==> src/rtl/adc_spi_responder.sv <==
// Responder end of the 4-wire ADC serial link: captures a config word on adc_din and
// returns the previously selected channel's sample on adc_dout (config pipelined one frame).
module adc_spi_responder #(
  parameter int unsigned DATA_BITS   = 12,
  parameter int unsigned CFG_BITS    = 6,
  parameter int unsigned SYNC_STAGES = 2
) (
  input  logic                 clk,
  input  logic                 rst_n,
  input  logic [DATA_BITS-1:0] ch0,
  input  logic [DATA_BITS-1:0] ch1,
  input  logic [DATA_BITS-1:0] ch2,
  input  logic [DATA_BITS-1:0] ch3,
  input  logic [DATA_BITS-1:0] ch4,
  input  logic [DATA_BITS-1:0] ch5,
  input  logic [DATA_BITS-1:0] ch6,
  input  logic [DATA_BITS-1:0] ch7,
  input  logic                 adc_sclk,
  input  logic                 adc_cs_n,
  input  logic                 adc_din,
  output logic                 adc_dout,
  output logic [CFG_BITS-1:0]  cfg_word,
  output logic [2:0]           active_ch,
  output logic                 frame_done,
  output logic                 frame_err
);

  localparam int unsigned       CNT_W     = 4;
  localparam logic [CNT_W-1:0]  CNT_MAX   = '1;
  localparam logic [CNT_W-1:0]  CFG_CNT   = CNT_W'(CFG_BITS);
  localparam logic [CFG_BITS-1:0] CFG_RESET = CFG_BITS'(6'b100010);

  typedef enum logic [1:0] {IDLE, SHIFT, CLOSE} state_t;

  state_t                state_q, state_d;
  logic [SYNC_STAGES-1:0] sclk_sync, cs_sync, din_sync;
  logic                  sclk_q, cs_q;
  logic [DATA_BITS-1:0]  shift_q, shift_d, ch_sel;
  logic [CFG_BITS-1:0]   cfg_rx_q, cfg_rx_d, cfg_word_d;
  logic [CNT_W-1:0]      cnt_q, cnt_d;
  logic                  pend_rise_q, pend_rise_d, pend_fall_q, pend_fall_d;
  logic [2:0]            active_d;
  logic                  dout_d, done_d, err_d;
  logic                  sclk_s, cs_s, din_s;
  logic                  sclk_rise, sclk_fall, cs_fall, cs_rise, rise, fall;

  assign sclk_s    = sclk_sync[SYNC_STAGES-1];
  assign cs_s      = cs_sync[SYNC_STAGES-1];
  assign din_s     = din_sync[SYNC_STAGES-1];
  assign sclk_rise = sclk_s & ~sclk_q;
  assign sclk_fall = ~sclk_s & sclk_q;
  assign cs_fall   = ~cs_s & cs_q;
  assign cs_rise   = cs_s & ~cs_q;

  // Input synchronisers; cs_n resets high so reset release never looks like a frame start
  always_ff @(posedge clk or negedge rst_n) begin
    if (!rst_n) begin
      sclk_sync <= '0;
      cs_sync   <= '1;
      din_sync  <= '0;
      sclk_q    <= 1'b0;
      cs_q      <= 1'b1;
    end else begin
      sclk_sync <= {sclk_sync[SYNC_STAGES-2:0], adc_sclk};
      cs_sync   <= {cs_sync[SYNC_STAGES-2:0], adc_cs_n};
      din_sync  <= {din_sync[SYNC_STAGES-2:0], adc_din};
      sclk_q    <= sclk_s;
      cs_q      <= cs_s;
    end
  end

  always_comb begin
    ch_sel = ch0;
    case (active_ch)
      3'd0:    ch_sel = ch0;
      3'd1:    ch_sel = ch1;
      3'd2:    ch_sel = ch2;
      3'd3:    ch_sel = ch3;
      3'd4:    ch_sel = ch4;
      3'd5:    ch_sel = ch5;
      3'd6:    ch_sel = ch6;
      default: ch_sel = ch7;
    endcase
  end

  always_ff @(posedge clk or negedge rst_n) begin
    if (!rst_n) begin
      state_q     <= IDLE;
      shift_q     <= '0;
      cfg_rx_q    <= '0;
      cnt_q       <= '0;
      pend_rise_q <= 1'b0;
      pend_fall_q <= 1'b0;
      adc_dout    <= 1'b0;
      cfg_word    <= CFG_RESET;
      active_ch   <= '0;
      frame_done  <= 1'b0;
      frame_err   <= 1'b0;
    end else begin
      state_q     <= state_d;
      shift_q     <= shift_d;
      cfg_rx_q    <= cfg_rx_d;
      cnt_q       <= cnt_d;
      pend_rise_q <= pend_rise_d;
      pend_fall_q <= pend_fall_d;
      adc_dout    <= dout_d;
      cfg_word    <= cfg_word_d;
      active_ch   <= active_d;
      frame_done  <= done_d;
      frame_err   <= err_d;
    end
  end

  // Frame FSM; an SCLK edge coinciding with the frame load is deferred one cycle
  always_comb begin
    state_d     = state_q;
    shift_d     = shift_q;
    cfg_rx_d    = cfg_rx_q;
    cnt_d       = cnt_q;
    pend_rise_d = 1'b0;
    pend_fall_d = 1'b0;
    cfg_word_d  = cfg_word;
    active_d    = active_ch;
    done_d      = 1'b0;
    err_d       = 1'b0;
    rise        = sclk_rise | pend_rise_q;
    fall        = sclk_fall | pend_fall_q;
    case (state_q)
      IDLE: begin
        if (cs_fall) begin
          shift_d     = ch_sel;
          cfg_rx_d    = '0;
          cnt_d       = '0;
          pend_rise_d = sclk_rise;
          pend_fall_d = sclk_fall;
          state_d     = SHIFT;
        end
      end
      SHIFT: begin
        if (cs_rise) begin
          state_d = CLOSE;
        end else begin
          if (rise) begin
            if (cnt_q < CFG_CNT) cfg_rx_d = {cfg_rx_q[CFG_BITS-2:0], din_s};
            if (cnt_q != CNT_MAX) cnt_d = cnt_q + CNT_W'(1);
          end
          if (fall) shift_d = {shift_q[DATA_BITS-2:0], 1'b0};
        end
      end
      CLOSE: begin
        state_d = IDLE;
        if (cnt_q >= CFG_CNT) begin
          cfg_word_d = cfg_rx_q;
          // {O/S,S1,S0} -> channel {S1,S0,O/S}
          active_d   = {cfg_rx_q[CFG_BITS-3], cfg_rx_q[CFG_BITS-4], cfg_rx_q[CFG_BITS-2]};
          done_d     = 1'b1;
        end else begin
          err_d = 1'b1;
        end
      end
      default: state_d = IDLE;
    endcase
    dout_d = (state_d == SHIFT) ? shift_d[DATA_BITS-1] : 1'b0;
  end

endmodule

==> config.mk <==
export PLATFORM = sky130hd
export DESIGN_NAME = adc_spi_responder
export DESIGN_NICKNAME = d
export VERILOG_FILES = /design/src/rtl/adc_spi_responder.sv
export SDC_FILE = /design/constraint.sdc
export NUM_CORES = 1
export LEC_CHECK = 0
export CORE_UTILIZATION = 44
export CTS_BUF_LIST = sky130_fd_sc_hd__clkbuf_2
export DETAILED_ROUTE_END_ITERATION = 10
export PLACE_DENSITY = 0.92
export SLEW_MARGIN = 5
export SYNTH_ARGS = -nofsm -noshare
export SYNTH_HDL_FRONTEND = slang
export SYNTH_SLANG_ARGS = --single-unit
==> constraint.sdc <==
create_clock -name clk -period 1.85 [get_ports clk]
set_input_delay 0.555 -clock clk [delete_from_list [all_inputs] [get_ports clk]]
set_output_delay 0.555 -clock clk [all_outputs]
set_load 0.005 [all_outputs]
# After elaboration in Yosys (flattened, before gate mapping)
# Index checks and enable logic that the tools add are counted.
word_totals:
  wordCells: 80
  register_bits: 46
  input_bits: 101
  output_inout_bits: 12
classes:
  add_sub_neg: 1
  bitwise_logic: 10
  order_cmp: 2
  mux: 27
  n_eq_ne: 16
  n_reduce_logical: 7
op_table:
  columns: ["op", "n"]
  rows:
  - ["case mux 12 bit (7 select lines)", 1]
  - ["two-way mux 12 bit", 3]
  - ["two-way mux 6 bit", 4]
  - ["case mux 12 bit (2 select lines)", 1]
  - ["two-way mux 4 bit", 4]
  - ["!= test 2 bit (second input constant)", 6]
  - ["case mux 6 bit (2 select lines)", 1]
  - ["AND reduction 5 bit", 2]
  - ["== test 3 bit (second input constant)", 3]
  - ["two-way mux 1 bit", 9]
  - ["case mux 4 bit (2 select lines)", 1]
  - ["== test 3 x 2 -> 1 bit (second input constant)", 2]
  - ["adder 4 x 1 -> 4 bit (second input constant)", 1]
  - ["AND 1 bit", 4]
  - ["== test 2 x 1 -> 1 bit (second input constant)", 2]
  - ["greater-or-equal comparator 4 x 3 -> 1 bit (second input constant)", 1]
  - ["less-than comparator 4 x 3 -> 1 bit (second input constant)", 1]
  - ["two-way mux 2 bit", 2]
  - ["!= test 4 bit (second input constant)", 1]
  - ["inverter 1 bit", 4]
  - ["case mux 2 bit (2 select lines)", 1]
  - ["AND reduction 4 bit", 1]
  - ["== test 3 x 1 -> 1 bit (second input constant)", 1]
  - ["zero test 3 bit", 1]
  - ["other kinds (5)", 6]

# Longest topological paths before layout
depth:
  word_depth: 7
  ltp_mapped: 7

# Least setup slack after synthesis
# OpenSTA, ideal clock, no wires.
synth_path:
  path_kind: "register to register"
  startpoint: "register cs_q"
  endpoint: "register cnt_q[0]"
  n_path_buf: 1
  path_stages_with_launch: 6
  setup_ns: 0.125
  setup_slack_ns: 0.193
  arrival_ns: 1.532
  cell_sequence: "dfstp_2 > o21bai_2 > a21o_1 > buf_6 > nor3_1 > mux2_2"
synth_via:
  elab_chain_cells: 4
  word_cells_on_any_way: 6
synth_rtl:
  columns: ["element", "line", "rtl"]
  rows:
  - ["start: declaration", "37", "logic sclk_q, cs_q;"]
  - ["start signal: assignment", "68", "cs_q <= cs_s;"]
  - ["inverter 1 bit", "53", "assign cs_rise = cs_s & ~cs_q;"]
  - ["AND 1 bit", "53", null]
  - ["!= test 2 bit (no line)", null, null]
  - ["AND reduction 5 bit (no line) *", null, null]
  - ["end signal: assignment", "103", "cnt_q <= cnt_d;"]
  - ["end: declaration", "40", "logic [CNT_W-1:0] cnt_q, cnt_d;"]
# Every way passes the cells marked *; elsewhere a longest branch is shown, timed or not.
# A chain may end at the register's enable or synchronous reset.

# Final worst setup path
layout_path:
  startpoint: "register cfg_word[1]"
  endpoint: "output cfg_word[1]"
layout_lines:
  columns: ["element", "line", "rtl"]
  rows:
  - ["start: declaration", "22", "output logic [CFG_BITS-1:0] cfg_word,"]
  - ["start signal: assignment", "107", "cfg_word <= cfg_word_d;"]
# No word-level cell between the ends.

==> run metrics <==
Layout area overhead 52.3%; final worst slack 0.0721 ns; Synth Net Count 375; Placement Setup Slack -0.0979 ns; vias in the first global route 2500; Die Height 80.0 um; CP Capture Type output port; DRC 0; antenna fix cells 0; Yosys top cell area share 35.6%; H-tree Lvls 2; Ports 113; worst setup skew after layout 0.0231 ns; Final Max Slew Viols 0; # rows 28; core area 5890 sq um; sequential area share after synthesis 40.5%; total global routing overflow 0; Detail Route Antenna Nets 0; status complete, no violations; largest net degree at the start of global routing 44; fraction of layout cells with a size suffix above 1 17.5%; Num Clock Sinks 43; post-synthesis cell area 2670 sq um; dpl hpwl 6110 um; crit-path cells dlygate4sd2_1; Post-CTS Hold Fix Bufs 0; I/O Buffers 112; fmax 562 MHz; Yosys warning count 0; number of synthesized register bits 43; CP delay by family, top flip-flops; Slew headroom 72.2%; synth cell count leaders dfrtp_1 (38), o21ai_0 (30), nor2_1 (17); DR vias 2695; initial core utilization 45.4%; first-pass GRT wire length 11900 um; worst min-delay path class in -> async; CP max stage cell dfstp_2; Worst EP required 1.29 ns; Skew-Pair Late Insertion Delay 0.43 ns; arrival time worst endpoint 1.22 ns; Finished Layout Cells 464; cells after synthesis 272; Die W 80.0 um; CP max stage delay 0.58 ns; Routed WL 8270 um; Post-synth EDFFs 0; maxcap violations 0; PwrDens 576 nW/um^2; RePlAce Congestion 0.845; Tightest Pin Transition 0.414 ns; GRT Resource Usage Total 24.5%; # setup viols final 0; Fillers 416; P_leak 0.00173 uW; Buf/Inv on CP 1; die area 6390 sq um; Yosys cell types 54; type of the worst setup path reg -> out; nature of the critical path startpoint register; clock buffer depth 2; antenna violations before repair 0; Clock Pin Slew Worst Setup and Hold Paths 0.23 ns; Top FF cell, synth dfrtp_1; # placed instances 449; Final min period 1.78 ns; Max IR drop VDD 0.000679 V; Initial DRC Count 172; Hold Vio Cnt, Final 0; Worst Path Max Fanout 2; top-count cell post-synth dfrtp_1; CTS tree yes; Final Cycle Share 96.1%; routed length per instance 17.8 um; CTS Root Cell clkbuf_2; drt first pass iters 6; syn avg cell area 9.83 sq um; largest cells by area after synthesis dfrtp_1 (36%), o21ai_0 (5.6%), dfstp_2 (4.9%), mux2i_1 (3.7%), mux2_2 (3.4%); nets@finish 491; routed vias/inst 5.81; cell taking the most area after synthesis dfrtp_1; CTS Buf Count 5; async set-reset flop share out of synthesis 100%
## sequential cells by signal (all words and copies together) (netlist names), 2 cells and up
register	count
sclk_sync	2
cs_sync	2
cnt_q	4
din_sync	2
state_q	2
cfg_word	6
shift_q	12
cfg_rx_q	6
## stage by stage
step / hold slack, ns / instance area (sq um) / total power (uW) / utilization (%) / TNS, ns
after global routing: 0.0420 / 4070 / 2470 / 69.2 / -0.00158
after floorplan: 0.259 / 2670 / 1460 / - / 0
after detailed placement: 0.337 / 3890 / 1790 / 66.1 / -0.103
after global placement: 0.335 / 3890 / 1760 / 66.1 / -0.0743
after CTS: 0.0508 / 3990 / 2330 / 67.8 / 0
final: 0.0505 / 4070 / 2350 / 69.2 / 0
## report_power, final
part           internal [uW]  switching [uW]  leakage, uW  total [uW]
sequential              1070             110     0.000546        1180
clock                    229             315    0.0000410         544
combinational            378             248      0.00115         626
total                   1670             673      0.00173        2350
## routing by layer
metal  global-route usage (%)  vias up  share of wire (%)
met5                        0        -                  0
met4                     9.29        0                2.4
met3                     4.11       17                6.5
met2                     40.8      113                 51
met1                     31.6     1304                 40
li1                         -     1261                  -
## final timing paths
path                             start          end  slack [ns]  cells past startpoint
hold reg to reg             cs_sync[0]   cs_sync[1]        0.38                      0
min in group clk            cs_sync[0]   cs_sync[1]        0.38                      0
hold / removal                   rst_n   shift_q[0]        0.05                      2
setup reg to reg           cfg_word[4]   shift_q[2]        0.10                      8
setup / recovery           cfg_word[1]  cfg_word[1]        0.07                      1
max in group asynchronous        rst_n         cs_q        1.53                      2
## timing repair
action / in CTS / in global routing
setup buffers: 5 / 2
gates resized for setup: 14 / 21
pin swaps: 0 / 2
endpoints found under the setup margin: 10 / 24
## final cells by class
cell class                 count  area (sq um)  area share [%]
sequential                    43          1090            26.7
inverter                      12          45.0            1.11
clock buffer                   5          25.0           0.614
timing repair buffer         133          1320            32.4
clock inverter                 3          42.5            1.04
tap                           75          93.8            2.30
multi-input combinational    193          1460            35.9
## cells in the final DEF, fill, tap and decap left out, types with 5 or more instances in the layout
cell             Yosys  final
clkbuf_2             0      5
a211oi_1             7      5
nor2_1              17     16
buf_4                6     17
a22o_1               8      8
nand2_1             14     13
mux2i_1             10     10
clkdlybuf4s50_1      0     99
dfstp_2              5      5
nand3b_1             5      5
nand3_1             10      9
o21ai_0             30     28
o21a_1               5      5
a22oi_1              9      9
mux2_2               8      8
dlygate4sd2_1        0      8
nand2b_1             6      5
dfrtp_1             38     34
inv_1               12     12
## logic make-up (layout without fill, tap and decap cells)
kind of cell | after synthesis | in the layout | share of synthesized area (%)
AO/OA/AOI/OAI | 96 | 96 | 26.0
adder cells (fa/ha/maj) | 2 | 2 | 0.936
buffers and inverters | 36 | 153 | 6.88
flip-flops | 43 | 43 | 40.5
multiplexers | 21 | 21 | 9.64
AND/OR/NAND/NOR | 74 | 74 | 16.1
Note: power is estimated with default switching activity, not from simulation.
